### src/rtl/mips_fetch_unit_if.sv
// Bus bundle for the MIPS fetch stage: the instruction-memory read port,
// the redirect input from branch resolution and the decode-side output port.
//
// Handshakes:
//   imem: imem_req rises with a stable imem_addr and stays high, with the
//         address unchanged, until the cycle in which imem_ack=1. That cycle
//         completes the read and imem_rdata is sampled in it. imem_ack is
//         ignored while imem_req=0.
//   out:  an instruction moves to decode in a cycle where out_valid=1 and
//         out_ready=1. While out_valid=1 and out_ready=0, out_instr and out_pc
//         hold steady. out_valid is masked by redirect_valid in the same cycle.
interface mips_fetch_unit_if #(
    parameter int ADDR_W  = 32,
    parameter int INSTR_W = 32
);
    logic               imem_req;
    logic [ADDR_W-1:0]  imem_addr;
    logic               imem_ack;
    logic [INSTR_W-1:0] imem_rdata;
    logic               redirect_valid;
    logic [ADDR_W-1:0]  redirect_pc;
    logic               out_ready;
    logic               out_valid;
    logic [INSTR_W-1:0] out_instr;
    logic [ADDR_W-1:0]  out_pc;
    logic [ADDR_W-1:0]  out_pc_next;
    logic [31:0]        fetch_count;

    // Fetch unit side.
    modport master (
        output imem_req, imem_addr,
        input  imem_ack, imem_rdata,
        input  redirect_valid, redirect_pc,
        input  out_ready,
        output out_valid, out_instr, out_pc, out_pc_next, fetch_count
    );

    // Memory / branch unit / decode side.
    modport slave (
        input  imem_req, imem_addr,
        output imem_ack, imem_rdata,
        output redirect_valid, redirect_pc,
        output out_ready,
        input  out_valid, out_instr, out_pc, out_pc_next, fetch_count
    );
endinterface

### src/rtl/mips_fetch_unit.sv
// MIPS instruction-fetch stage. Owns the PC, keeps at most one read
// outstanding on the instruction memory, buffers one fetched instruction for
// decode, and follows redirects from branch resolution. A redirect that
// arrives while a read is still pending is remembered in pc and the pending
// read is drained (its data thrown away) before the new target is requested.
module mips_fetch_unit #(
    parameter int                ADDR_W   = 32,
    parameter int                INSTR_W  = 32,
    parameter logic [ADDR_W-1:0] RESET_PC = '0,
    parameter int                PC_STEP  = 4
) (
    input  logic              clk,
    input  logic              reset,
    mips_fetch_unit_if.master bus,
    output logic [1:0]        state_dbg
);
    localparam logic [ADDR_W-1:0] STEP       = ADDR_W'(PC_STEP);
    localparam logic [ADDR_W-1:0] ALIGN_MASK = ~(STEP - ADDR_W'(1));

    typedef enum logic [1:0] {
        IDLE  = 2'd0,
        REQ   = 2'd1,
        DRAIN = 2'd2,
        HOLD  = 2'd3
    } state_t;

    state_t             state_q, state_d;
    logic [ADDR_W-1:0]  pc_q, pc_d;
    logic [ADDR_W-1:0]  addr_q, addr_d;
    logic               req_q, req_d;
    logic [INSTR_W-1:0] instr_q, instr_d;
    logic [ADDR_W-1:0]  opc_q, opc_d;
    logic [ADDR_W-1:0]  opcn_q, opcn_d;
    logic [31:0]        cnt_q, cnt_d;

    logic [ADDR_W-1:0]  target;
    logic [ADDR_W-1:0]  pc_inc;

    assign target = bus.redirect_pc & ALIGN_MASK;
    assign pc_inc = pc_q + STEP;

    // State and datapath registers; everything visible outside is registered
    // except out_valid.
    always_ff @(posedge clk or posedge reset) begin
        if (reset) begin
            state_q <= IDLE;
            pc_q    <= RESET_PC;
            addr_q  <= RESET_PC;
            req_q   <= 1'b0;
            instr_q <= '0;
            opc_q   <= '0;
            opcn_q  <= STEP;
            cnt_q   <= '0;
        end else begin
            state_q <= state_d;
            pc_q    <= pc_d;
            addr_q  <= addr_d;
            req_q   <= req_d;
            instr_q <= instr_d;
            opc_q   <= opc_d;
            opcn_q  <= opcn_d;
            cnt_q   <= cnt_d;
        end
    end

    // Next-state and next-datapath logic; every register holds by default.
    always_comb begin
        state_d = state_q;
        pc_d    = pc_q;
        addr_d  = addr_q;
        instr_d = instr_q;
        opc_d   = opc_q;
        opcn_d  = opcn_q;
        cnt_d   = cnt_q;
        case (state_q)
            IDLE: begin
                pc_d    = bus.redirect_valid ? target : pc_q;
                addr_d  = bus.redirect_valid ? target : pc_q;
                state_d = REQ;
            end
            REQ: begin
                if (bus.imem_ack) begin
                    if (bus.redirect_valid) begin
                        // Wrong-path data: drop it and re-issue at the target.
                        pc_d   = target;
                        addr_d = target;
                    end else begin
                        instr_d = bus.imem_rdata;
                        opc_d   = pc_q;
                        opcn_d  = pc_inc;
                        pc_d    = pc_inc;
                        state_d = HOLD;
                    end
                end else if (bus.redirect_valid) begin
                    // Address must not move mid-request, so only pc changes.
                    pc_d    = target;
                    state_d = DRAIN;
                end
            end
            DRAIN: begin
                if (bus.redirect_valid) begin
                    pc_d = target;
                end
                if (bus.imem_ack) begin
                    addr_d  = bus.redirect_valid ? target : pc_q;
                    state_d = REQ;
                end
            end
            HOLD: begin
                if (bus.redirect_valid) begin
                    pc_d    = target;
                    addr_d  = target;
                    state_d = REQ;
                end else if (bus.out_ready) begin
                    cnt_d   = cnt_q + 32'd1;
                    addr_d  = pc_q;
                    state_d = REQ;
                end
            end
            default: begin
                state_d = IDLE;
            end
        endcase
        req_d = (state_d == REQ) || (state_d == DRAIN);
    end

    assign bus.imem_req    = req_q;
    assign bus.imem_addr   = addr_q;
    assign bus.out_valid   = (state_q == HOLD) && !bus.redirect_valid;
    assign bus.out_instr   = instr_q;
    assign bus.out_pc      = opc_q;
    assign bus.out_pc_next = opcn_q;
    assign bus.fetch_count = cnt_q;
    assign state_dbg       = state_q;
endmodule
### src/flat_wrapper.sv
// flat-port wrapper written by rule: the top's interface ports become plain ports
module mips_fetch_unit_flat 
#(
    parameter int                ADDR_W   = 32,
    parameter int                INSTR_W  = 32,
    parameter logic [ADDR_W-1:0] RESET_PC = '0,
    parameter int                PC_STEP  = 4
)
  (clk, reset, state_dbg, bus_imem_req, bus_imem_addr, bus_imem_ack, bus_imem_rdata, bus_redirect_valid, bus_redirect_pc, bus_out_ready, bus_out_valid, bus_out_instr, bus_out_pc, bus_out_pc_next, bus_fetch_count);
  mips_fetch_unit_if #(.ADDR_W(ADDR_W), .INSTR_W(INSTR_W)) bus_i ();
  input  logic clk;
  input  logic reset;
  output logic [1:0] state_dbg;
  output wire logic [$bits(bus_i.imem_req)-1:0] bus_imem_req;
  output wire logic [$bits(bus_i.imem_addr)-1:0] bus_imem_addr;
  input wire logic [$bits(bus_i.imem_ack)-1:0] bus_imem_ack;
  input wire logic [$bits(bus_i.imem_rdata)-1:0] bus_imem_rdata;
  input wire logic [$bits(bus_i.redirect_valid)-1:0] bus_redirect_valid;
  input wire logic [$bits(bus_i.redirect_pc)-1:0] bus_redirect_pc;
  input wire logic [$bits(bus_i.out_ready)-1:0] bus_out_ready;
  output wire logic [$bits(bus_i.out_valid)-1:0] bus_out_valid;
  output wire logic [$bits(bus_i.out_instr)-1:0] bus_out_instr;
  output wire logic [$bits(bus_i.out_pc)-1:0] bus_out_pc;
  output wire logic [$bits(bus_i.out_pc_next)-1:0] bus_out_pc_next;
  output wire logic [$bits(bus_i.fetch_count)-1:0] bus_fetch_count;
  assign bus_imem_req = bus_i.imem_req;
  assign bus_imem_addr = bus_i.imem_addr;
  assign bus_i.imem_ack = bus_imem_ack;
  assign bus_i.imem_rdata = bus_imem_rdata;
  assign bus_i.redirect_valid = bus_redirect_valid;
  assign bus_i.redirect_pc = bus_redirect_pc;
  assign bus_i.out_ready = bus_out_ready;
  assign bus_out_valid = bus_i.out_valid;
  assign bus_out_instr = bus_i.out_instr;
  assign bus_out_pc = bus_i.out_pc;
  assign bus_out_pc_next = bus_i.out_pc_next;
  assign bus_fetch_count = bus_i.fetch_count;
  mips_fetch_unit #(.ADDR_W(ADDR_W), .INSTR_W(INSTR_W), .RESET_PC(RESET_PC), .PC_STEP(PC_STEP)) u_core (.clk(clk), .reset(reset), .bus(bus_i), .state_dbg(state_dbg));
endmodule
### config.mk
export PLATFORM = sky130hd
export DESIGN_NAME = mips_fetch_unit_flat
export DESIGN_NICKNAME = d
export VERILOG_FILES = /design/src/rtl/mips_fetch_unit_if.sv /design/src/rtl/mips_fetch_unit.sv /design/src/flat_wrapper.sv
export SDC_FILE = /design/constraint.sdc
export NUM_CORES = 1
export LEC_CHECK = 0
export CORE_MARGIN = 1
export CORE_UTILIZATION = 54
export CTS_BUF_LIST = sky130_fd_sc_hd__clkbuf_2 sky130_fd_sc_hd__clkbuf_4 sky130_fd_sc_hd__clkbuf_8
export DETAILED_ROUTE_END_ITERATION = 12
export GPL_ROUTABILITY_DRIVEN = 0
export MAX_ROUTING_LAYER = met4
export PLACE_DENSITY = 0.88
export SKIP_LAST_GASP = 1
export SLEW_MARGIN = 20
export SYNTH_ARGS = -nofsm -noshare
export SYNTH_HDL_FRONTEND = slang
export SYNTH_SLANG_ARGS = --single-unit
### constraint.sdc
create_clock -name clk -period 10.4 [get_ports clk]
set_input_delay 1.04 -clock clk [delete_from_list [all_inputs] [get_ports clk]]
set_output_delay 1.04 -clock clk [all_outputs]
set_load 0.02 [all_outputs]
==> impl_metrics.ini <==
[run_status]
outcome = finished clean

[finish]
fin_area_sq_um = 11500
diodes = 0
fin_util_pct = 72.5
final_cell_mix = 322 x nand2_1, 229 x clkdlybuf4s50_1, 192 x dfrtp_1
drive_above_1_share_pct = 5.07
mostFrequentLayoutCell = nand2_1
final_cells = 1341
fin_nets = 1184
area_growth_pct = 31.9

[synth]
yosys.area_share.adder_pct = 0.288
synth_xor_area_share_pct = 8.86
syn_nets = 997
synthMuxAreaShare_pct = 3.57
synthCells = 926
yosysSeqAreaShare_pct = 55.5
synth_top_family_by_area = simple AND/OR/NAND/NOR gates
synth_edf_count = 0
synth_compound_area_share_pct = 5.84
yosys_warnings = 0
syn-mean-instance-area_sq_um = 9.40
synthSimpleGateAreaFrac_pct = 22.2
async_flop_share_pct = 100
synthFlopType = dfrtp_1
ys_ff_latch = 193
ys_types = 40
syn-cell-area_sq_um = 8700

[clock_network]
cts_tree = built
cts_hold_buf = 0
cts.sinks = 193
path_clk_slew_ns = 0.08
clock_tree.buffer_depth = 2
cts-resized-gates = 0
clockRootBuffer = clkbuf_8
htree_levels = 4
worstSkewPairLatency_ns = 0.47
numCtsBuffers = 17
cts_setup_buffers = 0

[die]
pin_count = 233
fp.dieW_um = 129
start_util_pct = 55.0
die_h_um = 129
num_rows = 46
dieArea_sq_um = 16600
core_area_sq_um = 15800

[hold_path]
whs_path_depth = 2
holdCritStartpoint = u_core.bus.out_pc_next[5]
hold_class = reg -> reg
worstHoldEndpoint = u_core.bus.out_pc_next[5]

[route]
dr_total_vias = 7097
first_iter_violations = 440
drcViolationCount = 0
routed_wl_mm = 21.6
post_drt_wl_per_cell_um = 16.1
ant_nets = 0
viasPerCell = 5.29
drtPass1Iterations = 5

[sta]
finalCritPeriodShare_pct = 36.2
fmax_mhz = 265
rsz0062_at_grt = no
setup_viol = 0
hold_slack_ns = 0.472
fin_crit_ns = 3.77
slew_violations = 0
worst_slew_pin_slew_ns = 1.10
hold_viol_final = 0
skew_ns = 0.0178
slew_headroom_pct = 25.7
finalSetupTns_ns = 0

[power_and_ir_drop]
powerDensity_nw_per_um2 = 206
p_leak_nw = 5.08
ir_drop_v = 0.000116

[placed_design]
dp.cells = 1310
numPortBuffers = 230
placed_area_sq_um = 11100
detailed_place_hpwl_mm = 14.5

[worst_setup_path]
r2r_start = u_core.state_dbg[1]
worstSetupPathType = in -> out
critPathArrivalTime_ns = 2.73
crit-reg2reg-capture = u_core.bus.out_pc_next[30]
crit_fanout = 67
worst_setup_path_end_kind = output pin
crit_required_ns = 9.36
rrSetupSlack_ns = 7.58
crit_path_start_kind = input pin
r2r_cells = 5

[grt]
overflow = 0
grt_max_degree = 133
grtUsageTotal_pct = 27.7
grt_pass1_vias = 6933
antenna_found_initial = 0
grt_pass1_wl_mm = 34.7

[run]
maxCapViolCount = 0
==> report_power, final <==
part | switching [mW] | internal (mW) | total [mW]
registers | 0.121 | 0.917 | 1.04
logic | 0.449 | 0.377 | 0.826
clock network | 0.263 | 0.240 | 0.504
total | 0.834 | 1.53 | 2.37
==> flip-flops by register name, summed over array words and instances (netlist names) <==
name,cells
u_core.bus.out_pc_next,30
u_core.pc_q,32
u_core.bus.fetch_count,32
u_core.bus.out_pc,32
u_core.bus.imem_addr,32
u_core.bus.imem_req,1
u_core.bus.out_instr,32
u_core.state_dbg,2
==> metal layers <==
| layer | up-vias | global-route usage [%] | routed length [um] |
|---|---|---|---|
| met5 | - | - | 0 |
| met2 | 219 | 45.4 | 10700 |
| li1 | 3382 | - | - |
| met1 | 3461 | 33.7 | 9100 |
| met4 | 0 | 9.20 | 442 |
| met3 | 35 | 6.82 | 1380 |
==> how the worst max path moves through the flow <==
stage | startpoint | to | slack [ns]
after detailed placement | bus_imem_ack | u_core.bus.out_pc_next[13] | 6.42
after floorplan | reset | u_core.bus.fetch_count[0] | 4.11
final | bus_redirect_valid | bus_out_valid | 6.63
after global routing | bus_redirect_valid | bus_out_valid | 6.50
after CTS | bus_redirect_valid | bus_out_valid | 6.60
after global placement | bus_imem_ack | u_core.bus.out_pc_next[24] | 6.50
==> synthesized netlist by cell type, drive strengths merged, types with 2 or more instances <==
library cell / count / area [sq um]
inv: 7 / 26.3
and3: 11 / 68.8
clkbuf: 46 / 175
mux2i: 31 / 310
nand4: 28 / 181
xnor2: 40 / 350
nor4: 3 / 46.3
nor2: 23 / 86.3
o21ai: 92 / 472
xor2: 48 / 420
o31ai: 2 / 15.0
nor3: 9 / 60.1
buf: 22 / 120
nand2: 323 / 1210
and4: 7 / 61.3
ha: 2 / 25.0
nand3: 25 / 143
and2: 5 / 31.3
dfrtp: 192 / 4800
==> layout make-up <==
cell class                      count  area [sq um]
Sequential cell                   193          4830
Fill cell                        1122          4350
Multi-Input combinational cell    658          3580
Timing Repair Buffer              236          2340
Clock buffer                       21           289
Tap cell                          216           270
Clock inverter                     10           126
Inverter                            7          33.8
==> worst max-delay path: stages <==
cell,delay [ns]
buf_2,0.08
buf_4,0.50
inv_1,0.27
and3_1,0.27
clkdlybuf4s50_1,0.55
==> metrics by stage <==
| step | worst slack [ns] | total power, mW |
|---|---|---|
| after global routing | 6.50 | 2.49 |
| final | 6.63 | 2.37 |
| after floorplan | 4.11 | 1.45 |
| after CTS | 6.60 | 2.39 |
| after detailed placement | 6.42 | 1.88 |
| after global placement | 6.50 | 1.86 |
==> kinds of logic (layout without fill, tap and decap cells) <==
logic type	count (synthesis)	count (layout)
XOR/XNOR	88	88
buffers and inverters	75	274
multiplexers	31	31
AND/OR/NAND/NOR	440	440
adder cells (fa/ha/maj)	2	2
AO/OA/AOI/OAI	97	97
flip-flops	193	193
Note: power is estimated with default switching activity, not from simulation.
